$ cat config.mk
export PLATFORM = sky130hd
export DESIGN_NAME = markov_pipeline_sequencer_flat
export DESIGN_NICKNAME = d
export VERILOG_FILES = /design/src/rtl/markov_pipeline_sequencer_if.sv /design/src/rtl/markov_pipeline_sequencer.sv /design/src/flat_wrapper.sv
export SDC_FILE = /design/constraint.sdc
export NUM_CORES = 1
export LEC_CHECK = 0
export ABC_AREA = 1
export BUFFER_PORTS_ARGS = -buffer_cell sky130_fd_sc_hd__buf_2
export CAP_MARGIN = 0
export CORE_MARGIN = 4
export CORE_UTILIZATION = 30
export CTS_CLUSTER_DIAMETER = 60
export DETAILED_ROUTE_END_ITERATION = 8
export PLACE_DENSITY = 0.58
export SLEW_MARGIN = 20
export SYNTH_ARGS = -nofsm -noshare
export SYNTH_HDL_FRONTEND = slang
export SYNTH_SLANG_ARGS = --single-unit
$ cat constraint.sdc
create_clock -name clk -period 0.96 [get_ports clk]
set_input_delay 0.192 -clock clk [delete_from_list [all_inputs] [get_ports clk]]
set_output_delay 0.192 -clock clk [all_outputs]
set_load 0.02 [all_outputs]
$ cat src/rtl/markov_pipeline_sequencer_if.sv
// rtl/markov_pipeline_sequencer_if.sv - handshake bundle between the pipeline sequencer and its learner/merge units
interface markov_pipeline_sequencer_if #(
  parameter int NUM_LEARN  = 4,
  parameter int NUM_MERGE1 = 2
);

  logic                  start_i;
  logic [NUM_LEARN-1:0]  learn_start_o;
  logic [NUM_LEARN-1:0]  learn_done_i;
  logic [NUM_MERGE1-1:0] merge1_start_o;
  logic [NUM_MERGE1-1:0] merge1_done_i;
  logic                  merge2_start_o;
  logic                  merge2_done_i;
  logic                  busy_o;
  logic                  done_o;
  logic                  error_o;
  logic [2:0]            stage_o;

  // Sequencer side: receives requests and unit done flags, drives start pulses and status
  modport master (
    input  start_i,
    input  learn_done_i,
    input  merge1_done_i,
    input  merge2_done_i,
    output learn_start_o,
    output merge1_start_o,
    output merge2_start_o,
    output busy_o,
    output done_o,
    output error_o,
    output stage_o
  );

  // Requester/unit side: the mirror image of the sequencer view
  modport slave (
    output start_i,
    output learn_done_i,
    output merge1_done_i,
    output merge2_done_i,
    input  learn_start_o,
    input  merge1_start_o,
    input  merge2_start_o,
    input  busy_o,
    input  done_o,
    input  error_o,
    input  stage_o
  );

endinterface

$ cat src/rtl/markov_pipeline_sequencer.sv
// rtl/markov_pipeline_sequencer.sv - run sequencer for learners, first merges and second merge; optional stage timeout via SEQ_TIMEOUT_EN
module markov_pipeline_sequencer #(
  parameter int NUM_LEARN   = 4,
  parameter int NUM_MERGE1  = 2,
  parameter int TIMEOUT_CYC = 4096,
  parameter int TO_BITS     = 13
) (
  input  logic                          clk,
  input  logic                          rst_n,
  markov_pipeline_sequencer_if.master   bus
);

  typedef enum logic [2:0] {
    ST_IDLE   = 3'd0,
    ST_LEARN  = 3'd1,
    ST_MERGE1 = 3'd2,
    ST_MERGE2 = 3'd3,
    ST_FIN    = 3'd4,
    ST_ERR    = 3'd5
  } state_e;

  // Learner 2k and 2k+1 feed first-merge unit k, so the counts are tied together.
  if (NUM_MERGE1 * 2 != NUM_LEARN) begin : g_bad_pairing
    $error("NUM_MERGE1 must equal NUM_LEARN/2");
  end
  if ((TIMEOUT_CYC < 2) || (64'(TIMEOUT_CYC) >= (64'd1 << TO_BITS))) begin : g_bad_timeout
    $error("TO_BITS too narrow for TIMEOUT_CYC");
  end

  state_e                state_q, state_d;
  logic [NUM_LEARN-1:0]  learn_sticky_q, learn_sticky_d;
  logic [NUM_MERGE1-1:0] merge1_sticky_q, merge1_sticky_d;
  logic [NUM_LEARN-1:0]  learn_start_q, learn_start_d;
  logic [NUM_MERGE1-1:0] merge1_start_q, merge1_start_d;
  logic                  merge2_start_q, merge2_start_d;
  logic                  busy_q, busy_d;
  logic                  done_q, done_d;
  logic                  error_q, error_d;

  logic                  learn_all;
  logic                  merge1_all;
  logic                  timeout_hit;
  logic                  entering;

  // A unit reporting done in the same cycle it is observed counts immediately.
  assign learn_all  = &(learn_sticky_q | bus.learn_done_i);
  assign merge1_all = &(merge1_sticky_q | bus.merge1_done_i);

`ifdef SEQ_TIMEOUT_EN
  logic [TO_BITS-1:0] cnt_q, cnt_d;

  assign timeout_hit = (cnt_q == TO_BITS'(TIMEOUT_CYC - 1));

  // Stage cycle counter: zero on entry, then counts up and saturates while a stage waits
  always_comb begin
    cnt_d = cnt_q;
    if (state_d != state_q) begin
      cnt_d = '0;
    end else if ((state_q == ST_LEARN || state_q == ST_MERGE1 || state_q == ST_MERGE2)
                 && (cnt_q != {TO_BITS{1'b1}})) begin
      cnt_d = cnt_q + 1'b1;
    end
  end

  // Counter register
  always_ff @(posedge clk) begin
    if (!rst_n) cnt_q <= '0;
    else        cnt_q <= cnt_d;
  end
`else
  assign timeout_hit = 1'b0;
`endif

  // Next-state, sticky done capture and next values of every registered output
  always_comb begin
    state_d         = state_q;
    learn_sticky_d  = learn_sticky_q;
    merge1_sticky_d = merge1_sticky_q;

    case (state_q)
      ST_IDLE: begin
        if (bus.start_i) state_d = ST_LEARN;
      end
      ST_LEARN: begin
        learn_sticky_d = learn_sticky_q | bus.learn_done_i;
        if (learn_all)        state_d = ST_MERGE1;
        else if (timeout_hit) state_d = ST_ERR;
      end
      ST_MERGE1: begin
        merge1_sticky_d = merge1_sticky_q | bus.merge1_done_i;
        if (merge1_all)       state_d = ST_MERGE2;
        else if (timeout_hit) state_d = ST_ERR;
      end
      ST_MERGE2: begin
        if (bus.merge2_done_i) state_d = ST_FIN;
        else if (timeout_hit)  state_d = ST_ERR;
      end
      ST_FIN: begin
        state_d = ST_IDLE;
      end
      ST_ERR: begin
        state_d = ST_ERR;
      end
      default: begin
        state_d = ST_IDLE;
      end
    endcase

    // Each stage starts with a clean slate of done flags.
    entering = (state_d != state_q);
    if (entering && state_d == ST_LEARN)  learn_sticky_d  = '0;
    if (entering && state_d == ST_MERGE1) merge1_sticky_d = '0;

    learn_start_d  = (entering && state_d == ST_LEARN)  ? {NUM_LEARN{1'b1}}  : '0;
    merge1_start_d = (entering && state_d == ST_MERGE1) ? {NUM_MERGE1{1'b1}} : '0;
    merge2_start_d = entering && (state_d == ST_MERGE2);
    busy_d         = (state_d == ST_LEARN) || (state_d == ST_MERGE1) || (state_d == ST_MERGE2);
    done_d         = (state_d == ST_FIN);
`ifdef SEQ_TIMEOUT_EN
    error_d        = error_q || (state_d == ST_ERR);
`else
    error_d        = 1'b0;
`endif
  end

  // State, sticky flags and output registers; reset aborts any run in progress
  always_ff @(posedge clk) begin
    if (!rst_n) begin
      state_q         <= ST_IDLE;
      learn_sticky_q  <= '0;
      merge1_sticky_q <= '0;
      learn_start_q   <= '0;
      merge1_start_q  <= '0;
      merge2_start_q  <= 1'b0;
      busy_q          <= 1'b0;
      done_q          <= 1'b0;
      error_q         <= 1'b0;
    end else begin
      state_q         <= state_d;
      learn_sticky_q  <= learn_sticky_d;
      merge1_sticky_q <= merge1_sticky_d;
      learn_start_q   <= learn_start_d;
      merge1_start_q  <= merge1_start_d;
      merge2_start_q  <= merge2_start_d;
      busy_q          <= busy_d;
      done_q          <= done_d;
      error_q         <= error_d;
    end
  end

  assign bus.learn_start_o  = learn_start_q;
  assign bus.merge1_start_o = merge1_start_q;
  assign bus.merge2_start_o = merge2_start_q;
  assign bus.busy_o         = busy_q;
  assign bus.done_o         = done_q;
  assign bus.error_o        = error_q;
  assign bus.stage_o        = state_q;

endmodule

$ cat src/flat_wrapper.sv
// flat-port wrapper written by rule: the top's interface ports become plain ports
module markov_pipeline_sequencer_flat 
#(
  parameter int NUM_LEARN   = 4,
  parameter int NUM_MERGE1  = 2,
  parameter int TIMEOUT_CYC = 4096,
  parameter int TO_BITS     = 13
)
  (clk, rst_n, bus_start_i, bus_learn_done_i, bus_merge1_done_i, bus_merge2_done_i, bus_learn_start_o, bus_merge1_start_o, bus_merge2_start_o, bus_busy_o, bus_done_o, bus_error_o, bus_stage_o);
  markov_pipeline_sequencer_if #(.NUM_LEARN(NUM_LEARN), .NUM_MERGE1(NUM_MERGE1)) bus_i ();
  input  logic clk;
  input  logic rst_n;
  input wire logic [$bits(bus_i.start_i)-1:0] bus_start_i;
  input wire logic [$bits(bus_i.learn_done_i)-1:0] bus_learn_done_i;
  input wire logic [$bits(bus_i.merge1_done_i)-1:0] bus_merge1_done_i;
  input wire logic [$bits(bus_i.merge2_done_i)-1:0] bus_merge2_done_i;
  output wire logic [$bits(bus_i.learn_start_o)-1:0] bus_learn_start_o;
  output wire logic [$bits(bus_i.merge1_start_o)-1:0] bus_merge1_start_o;
  output wire logic [$bits(bus_i.merge2_start_o)-1:0] bus_merge2_start_o;
  output wire logic [$bits(bus_i.busy_o)-1:0] bus_busy_o;
  output wire logic [$bits(bus_i.done_o)-1:0] bus_done_o;
  output wire logic [$bits(bus_i.error_o)-1:0] bus_error_o;
  output wire logic [$bits(bus_i.stage_o)-1:0] bus_stage_o;
  assign bus_i.start_i = bus_start_i;
  assign bus_i.learn_done_i = bus_learn_done_i;
  assign bus_i.merge1_done_i = bus_merge1_done_i;
  assign bus_i.merge2_done_i = bus_merge2_done_i;
  assign bus_learn_start_o = bus_i.learn_start_o;
  assign bus_merge1_start_o = bus_i.merge1_start_o;
  assign bus_merge2_start_o = bus_i.merge2_start_o;
  assign bus_busy_o = bus_i.busy_o;
  assign bus_done_o = bus_i.done_o;
  assign bus_error_o = bus_i.error_o;
  assign bus_stage_o = bus_i.stage_o;
  markov_pipeline_sequencer #(.NUM_LEARN(NUM_LEARN), .NUM_MERGE1(NUM_MERGE1), .TIMEOUT_CYC(TIMEOUT_CYC), .TO_BITS(TO_BITS)) u_core (.clk(clk), .rst_n(rst_n), .bus(bus_i));
endmodule
After elaboration in Yosys (flattened, before gate mapping)
Cells that the tools add are included.
{"block": "op_classes", "reduce_logical": 10, "mul": 0, "eq_ne": 9, "muxes": 7, "div": 0, "n_shift": 0, "n_lt_le_gt_ge": 0, "bitwise_logic": 3, "add_sub_neg": 0}
{"op": "$pmux 3 s5", "n": 1}
{"op": "$eq 3x2->1 const B", "n": 4}
{"op": "$mux 3", "n": 4}
{"op": "$eq 3x1->1 const B", "n": 2}
{"op": "$eq 3x3->1 const B", "n": 2}
{"op": "$mux 4", "n": 1}
{"op": "$or 4x4->4", "n": 1}
{"op": "$reduce_and 4->1", "n": 1}
{"op": "$reduce_or 2->1", "n": 2}
{"op": "$logic_and 1x1->1", "n": 3}
{"op": "$logic_not 3->1", "n": 1}
{"op": "$ne 3x3->1", "n": 1}
{"op": "$logic_or 1x1->1", "n": 2}
{"op": "$mux 2", "n": 1}
{"op": "$or 2x2->2", "n": 1}
{"op": "$reduce_and 2->1", "n": 1}
{"op": "$not 1->1", "n": 1}
{"block": "totals", "reg_bits": 18, "latch_bits": 0, "out_inout_bits": 13, "ram_bits": 0, "mem_bits_ro": 0, "n_memories": 0}

Logic depth before layout (Yosys ltp)
{"block": "logic_depth", "depth_word": 7, "ltp_mapped": 8, "mapped_depth_nobuf": 8}

Least setup slack after synthesis
No wires, ideal clock.
{"block": "synth_timing", "kind": "register to register", "start": "register u_core.state_q[1], in the netlist u_core.bus.stage_o[1]", "end": "register u_core.busy_q, in the netlist u_core.bus.busy_o", "period_less_slack_ps": 1225, "path_buffers": 0, "stages_incl_launch_ff": 8, "slack_ps": -265, "arrival_time_ps": 1114, "setup_time_ps": 111, "cell_sequence": "dfxtp_1 > inv_1 > nand3_1 > nand2_1 > nor2_1 > nand3_1 > nor2_1 > nor2_1"}
{"block": "synth_between", "elab_chain_len": 5}
{"item": "start, declared", "line": "markov_pipeline_sequencer.sv:30", "rtl": "state_e state_q, state_d;"}
{"item": "start signal, assigned", "line": "markov_pipeline_sequencer.sv:139", "rtl": "state_q <= state_d;"}
{"item": "$eq 3x3->1, or another cell as far along", "line": "markov_pipeline_sequencer.sv:80", "rtl": "case (state_q)"}
{"item": "$pmux 3 s5 *", "line": "markov_pipeline_sequencer.sv:80"}
{"item": "$eq 3x1->1 or $eq 3x2->1 (tied branches)", "line": "markov_pipeline_sequencer.sv:117", "rtl": "busy_d = (state_d == ST_LEARN) || (state_d == ST_MERGE1) || (state_d == ST_MERGE2);"}
{"item": "$logic_or 1x1->1", "line": "markov_pipeline_sequencer.sv:117"}
{"item": "$logic_or 1x1->1 *", "line": "markov_pipeline_sequencer.sv:117"}
{"item": "end signal, assigned", "line": "markov_pipeline_sequencer.sv:145", "rtl": "busy_q <= busy_d;"}
{"item": "end, declared", "line": "markov_pipeline_sequencer.sv:36", "rtl": "logic busy_q, busy_d;"}
Every way passes the cells marked *; elsewhere a longest branch is shown, timed or not.
A chain may end at the register's enable or synchronous reset.

Worst setup path after layout
{"block": "layout_timing", "start": "register u_core.state_q[1], in the netlist u_core.bus.stage_o[1]", "end": "register u_core.merge1_start_q[0], in the netlist u_core.bus.merge1_start_o[0]"}
{"block": "layout_between", "elab_chain_len": 5}
{"item": "$eq 3x3->1, or another cell as far along", "line": "markov_pipeline_sequencer.sv:80"}
{"item": "$pmux 3 s5", "line": "markov_pipeline_sequencer.sv:80"}
{"item": "$ne 3x3->1 or $eq 3x2->1 (tied branches)", "line": "markov_pipeline_sequencer.sv:110, markov_pipeline_sequencer.sv:115"}
{"item": "$logic_and 1x1->1 *", "line": "markov_pipeline_sequencer.sv:115", "rtl": "merge1_start_d = (entering && state_d == ST_MERGE1) ? {NUM_MERGE1{1'b1}} : '0;"}
{"item": "$mux 2 *", "line": "markov_pipeline_sequencer.sv:115"}
{"item": "end signal, assigned", "line": "markov_pipeline_sequencer.sv:143", "rtl": "merge1_start_q <= merge1_start_d;"}
{"item": "end, declared", "line": "markov_pipeline_sequencer.sv:34", "rtl": "logic [NUM_MERGE1-1:0] merge1_start_q, merge1_start_d;"}
Marks and branches as above.

==> reports/summary.txt <==
TIMING
----------------------------------------------------------------------------------------
Accumulated negative setup slack ..........................................     -1.12 ns
Final worst slack .........................................................    -0.131 ns
Final count of hold timing violations .....................................            0
Final clock skew ..........................................................    0.0100 ns
Final period util .........................................................         114%
Number of slew-limit violations in the final report .......................            0
Setup repair after global routing missed its margin .......................          yes
Top achievable clock speed ................................................      917 MHz
Final period demand of the worst path .....................................      1.09 ns
Setup Viol. Count Final ...................................................           17

WORST SETUP PATH
----------------------------------------------------------------------------------------
Biggest cell delay along the critical path ................................      0.38 ns
Arrival time reported for the critical path endpoint ......................      1.31 ns
List of cells traversed by the critical path .............................. nor3_4, nand3_2, buf_4, nor2_2
Category of cells accounting for the largest share of critical-path delay . simple AND/OR/NAND/NOR gates
Crit start category .......................................................         flop
Endpoint class of the critical path .......................................         flop
Crit Path Max Fanout ......................................................            6
Required time at the endpoint of the critical path ........................      1.18 ns
Buf/Inv on CP .............................................................            1
Cell with the largest stage delay on the worst path .......................      dfxtp_4
Startpoint-to-endpoint class of the critical path .........................      reg2reg

FINAL LAYOUT
----------------------------------------------------------------------------------------
Top library cells by usage in the layout, fill and taps aside ............. nand2_1, nor2_1, buf_2
Area of combinational cells with multiple inputs ..........................      293 um2
Area added between synthesis and finish ...................................        45.1%
Antenna diode instance count ..............................................            0
Ratio of cells with drive above 1 in the final layout .....................        46.6%
Most common cell after layout, fill and taps aside ........................      nand2_1
# nets final ..............................................................          127
Post-route standard cell area excluding fillers ...........................      917 um2
Fillers ...................................................................          199
Sequential cell area ......................................................      299 um2

GRT
----------------------------------------------------------------------------------------
Congestion Overflow GR ....................................................            0
Antenna violations before repair ..........................................            0
GRT Overall Usage .........................................................        11.2%
First-pass GRT wire length ................................................      2.33 mm
Pin count of the biggest net entering global routing ......................            9
Via count of the first global-routing pass ................................          575

ROUTING
----------------------------------------------------------------------------------------
Vias after detailed routing ...............................................          606
Post-DRT Antenna Nets .....................................................            0
Starting DRT DRC Count ....................................................            6
Detailed-route wire length ................................................      1.40 mm
Wire per inst .............................................................      9.78 um
Detail-routed via count per cell ..........................................         4.24
DR DRC count ..............................................................            0
DRT Pass-1 Iters ..........................................................            4

PWR
----------------------------------------------------------------------------------------
Max rail drop VDD .........................................................       675 uV
Leakage dissipation .......................................................  0.000454 uW
Cell area power density ...................................................  1410 nW/um2

PLACED DESIGN
----------------------------------------------------------------------------------------
Count of buffers inserted at the top-level ports ..........................           21
HPWL after detailed placement .............................................      1.05 mm
Placed inst area ..........................................................      792 um2
Final weighted congestion of routability-driven global placement ..........        0.812

CLOCKING
----------------------------------------------------------------------------------------
Clock root cell ...........................................................     clkbuf_4
Clock transition at path regs .............................................      0.09 ns
Number of buffers created by CTS ..........................................            3
Worst-skew pair later-pin latency .........................................      0.28 ns
CTS tree ..................................................................        built
Htree depth ...............................................................            1
CTS max path bufs .........................................................            2
Cts hold-fix bufs .........................................................            0
Clock Sink Count ..........................................................           14

LOGIC SYNTHESIS
----------------------------------------------------------------------------------------
Synthesis Warnings ........................................................            0
Distinct cells, synth .....................................................           17
#FFs+latches synth ........................................................           14
Cell taking the most area after synthesis .................................      dfxtp_1
Nets in the synthesized netlist ...........................................          100
Synth top area share ......................................................        44.4%
Cell area after synthesis .................................................      632 um2
Leading cell types by total area after synthesis .......................... dfxtp_1, nand2_1, nor2_1
Number of instances in the synthesized netlist ............................           90
Mean instance size in the synthesized netlist .............................     7.02 um2
Portion of the post-synthesis area used by sequential elements ............        44.4%

DIE
----------------------------------------------------------------------------------------
Initial cell density of the core ..........................................        31.9%
Standard-cell rows ........................................................           16
Area of the die ...........................................................     2900 um2
Vertical extent of the die ................................................      53.9 um
Die W .....................................................................      53.9 um
Placeable core region .....................................................     1980 um2
Top-Level Pins ............................................................           23

OUTCOME
----------------------------------------------------------------------------------------
Outcome ................................................................... finished, violations left
Violated checks ........................................................... setup timing

FLOW RUN
----------------------------------------------------------------------------------------
Max-Cap Viols .............................................................            0

MIN PATH
----------------------------------------------------------------------------------------
Hold/Removal Path Class ...................................................       in2reg

[synthesized netlist by cell type, drive strengths merged]
cell / count
a31oi: 1
o21ai: 4
nor2: 21
nand2: 19
clkinv: 1
dfxtp: 14
inv: 14
a21oi: 2
buf: 5
a211oi: 2
conb: 1
nand3: 3
nor3: 2
nand4: 1
[cell families after synthesis]
kind of cell	Yosys count	share of synthesized area, %
flip-flops	14	44.4
buffers and inverters	20	14.9
AND/OR/NAND/NOR	46	32.1
other	1	0.593
AO/OA/AOI/OAI	9	8.12
[stage by stage]
step	hold WS [ns]	setup WS (ns)	utilization, %	instances	power [uW]
2_1_floorplan	0.318	-0.0357	-	90	778
3_3_place_gp	0.441	-0.0936	40.0	138	838
3_5_place_dp	0.443	-0.0877	40.0	138	842
4_1_cts	0.140	-0.101	44.6	142	1290
5_1_grt	0.177	-0.229	46.3	143	1370
6_report	0.149	-0.131	46.3	143	1290
[worst register-to-register path: cells and delay by family, from the launching register on]
family | cells | cell delay, ns
buffers and inverters | 1 | 0.17
DFF | 1 | 0.38
and+or+nand+nor | 3 | 0.49
[per-layer routing]
| metal | track usage [%] | vias up | share of wire [%] | wire [um] |
|---|---|---|---|---|
| met1 | 14.1 | 260 | 44 | 616 |
| met2 | 17.5 | 17 | 49 | 686 |
| met3 | 2.49 | 2 | 6.4 | 89 |
| met5 | 0 | - | 0 | 0 |
| met4 | 6.38 | 0 | 0.43 | 6 |
| li1 | - | 327 | - | - |
[what timing repair did]
item	CTS	global route
pin swaps	6	7
setup buffers	0	1
setup endpoints to repair	18	23
gates resized for setup	22	8
[cell type report]
class	instances	share of cell area (%)
Tap cell	27	3.68
Inverter	15	6.41
Clock buffer	4	3.96
Timing Repair Buffer	27	21.4
Multi-Input combinational cell	56	31.9
Sequential cell	14	32.6
[registers in the layout, summed over array words and instances (netlist names)]
| signal | count |
|---|---|
| u_core.learn_sticky_q | 4 |
| u_core.bus.stage_o | 3 |
| u_core.merge1_sticky_q | 2 |
| u_core.bus.busy_o | 1 |
| u_core.bus.done_o | 1 |
| u_core.bus.learn_start_o | 1 |
| u_core.bus.merge1_start_o | 1 |
| u_core.bus.merge2_start_o | 1 |
[where the power goes]
part / leakage [uW] / switching, uW / total, uW / internal, uW
clock network: 0.0000210 / 199 / 430 / 231
registers: 0.000118 / 24.1 / 624 / 600
logic: 0.000315 / 134 / 236 / 101
[final timing paths]
check | from | end | slack, ns | depth (start not counted)
min reg2reg | u_core.merge1_sticky_q[0] | u_core.merge1_sticky_q[0] | 0.47 | 2
min | rst_n | u_core.bus.busy_o | 0.15 | 3
max reg2reg | u_core.bus.stage_o[1] | u_core.bus.merge1_start_o[0] | -0.13 | 4
max | u_core.bus.stage_o[1] | u_core.bus.merge1_start_o[0] | -0.13 | 4
(Power assumes the default switching activity.)
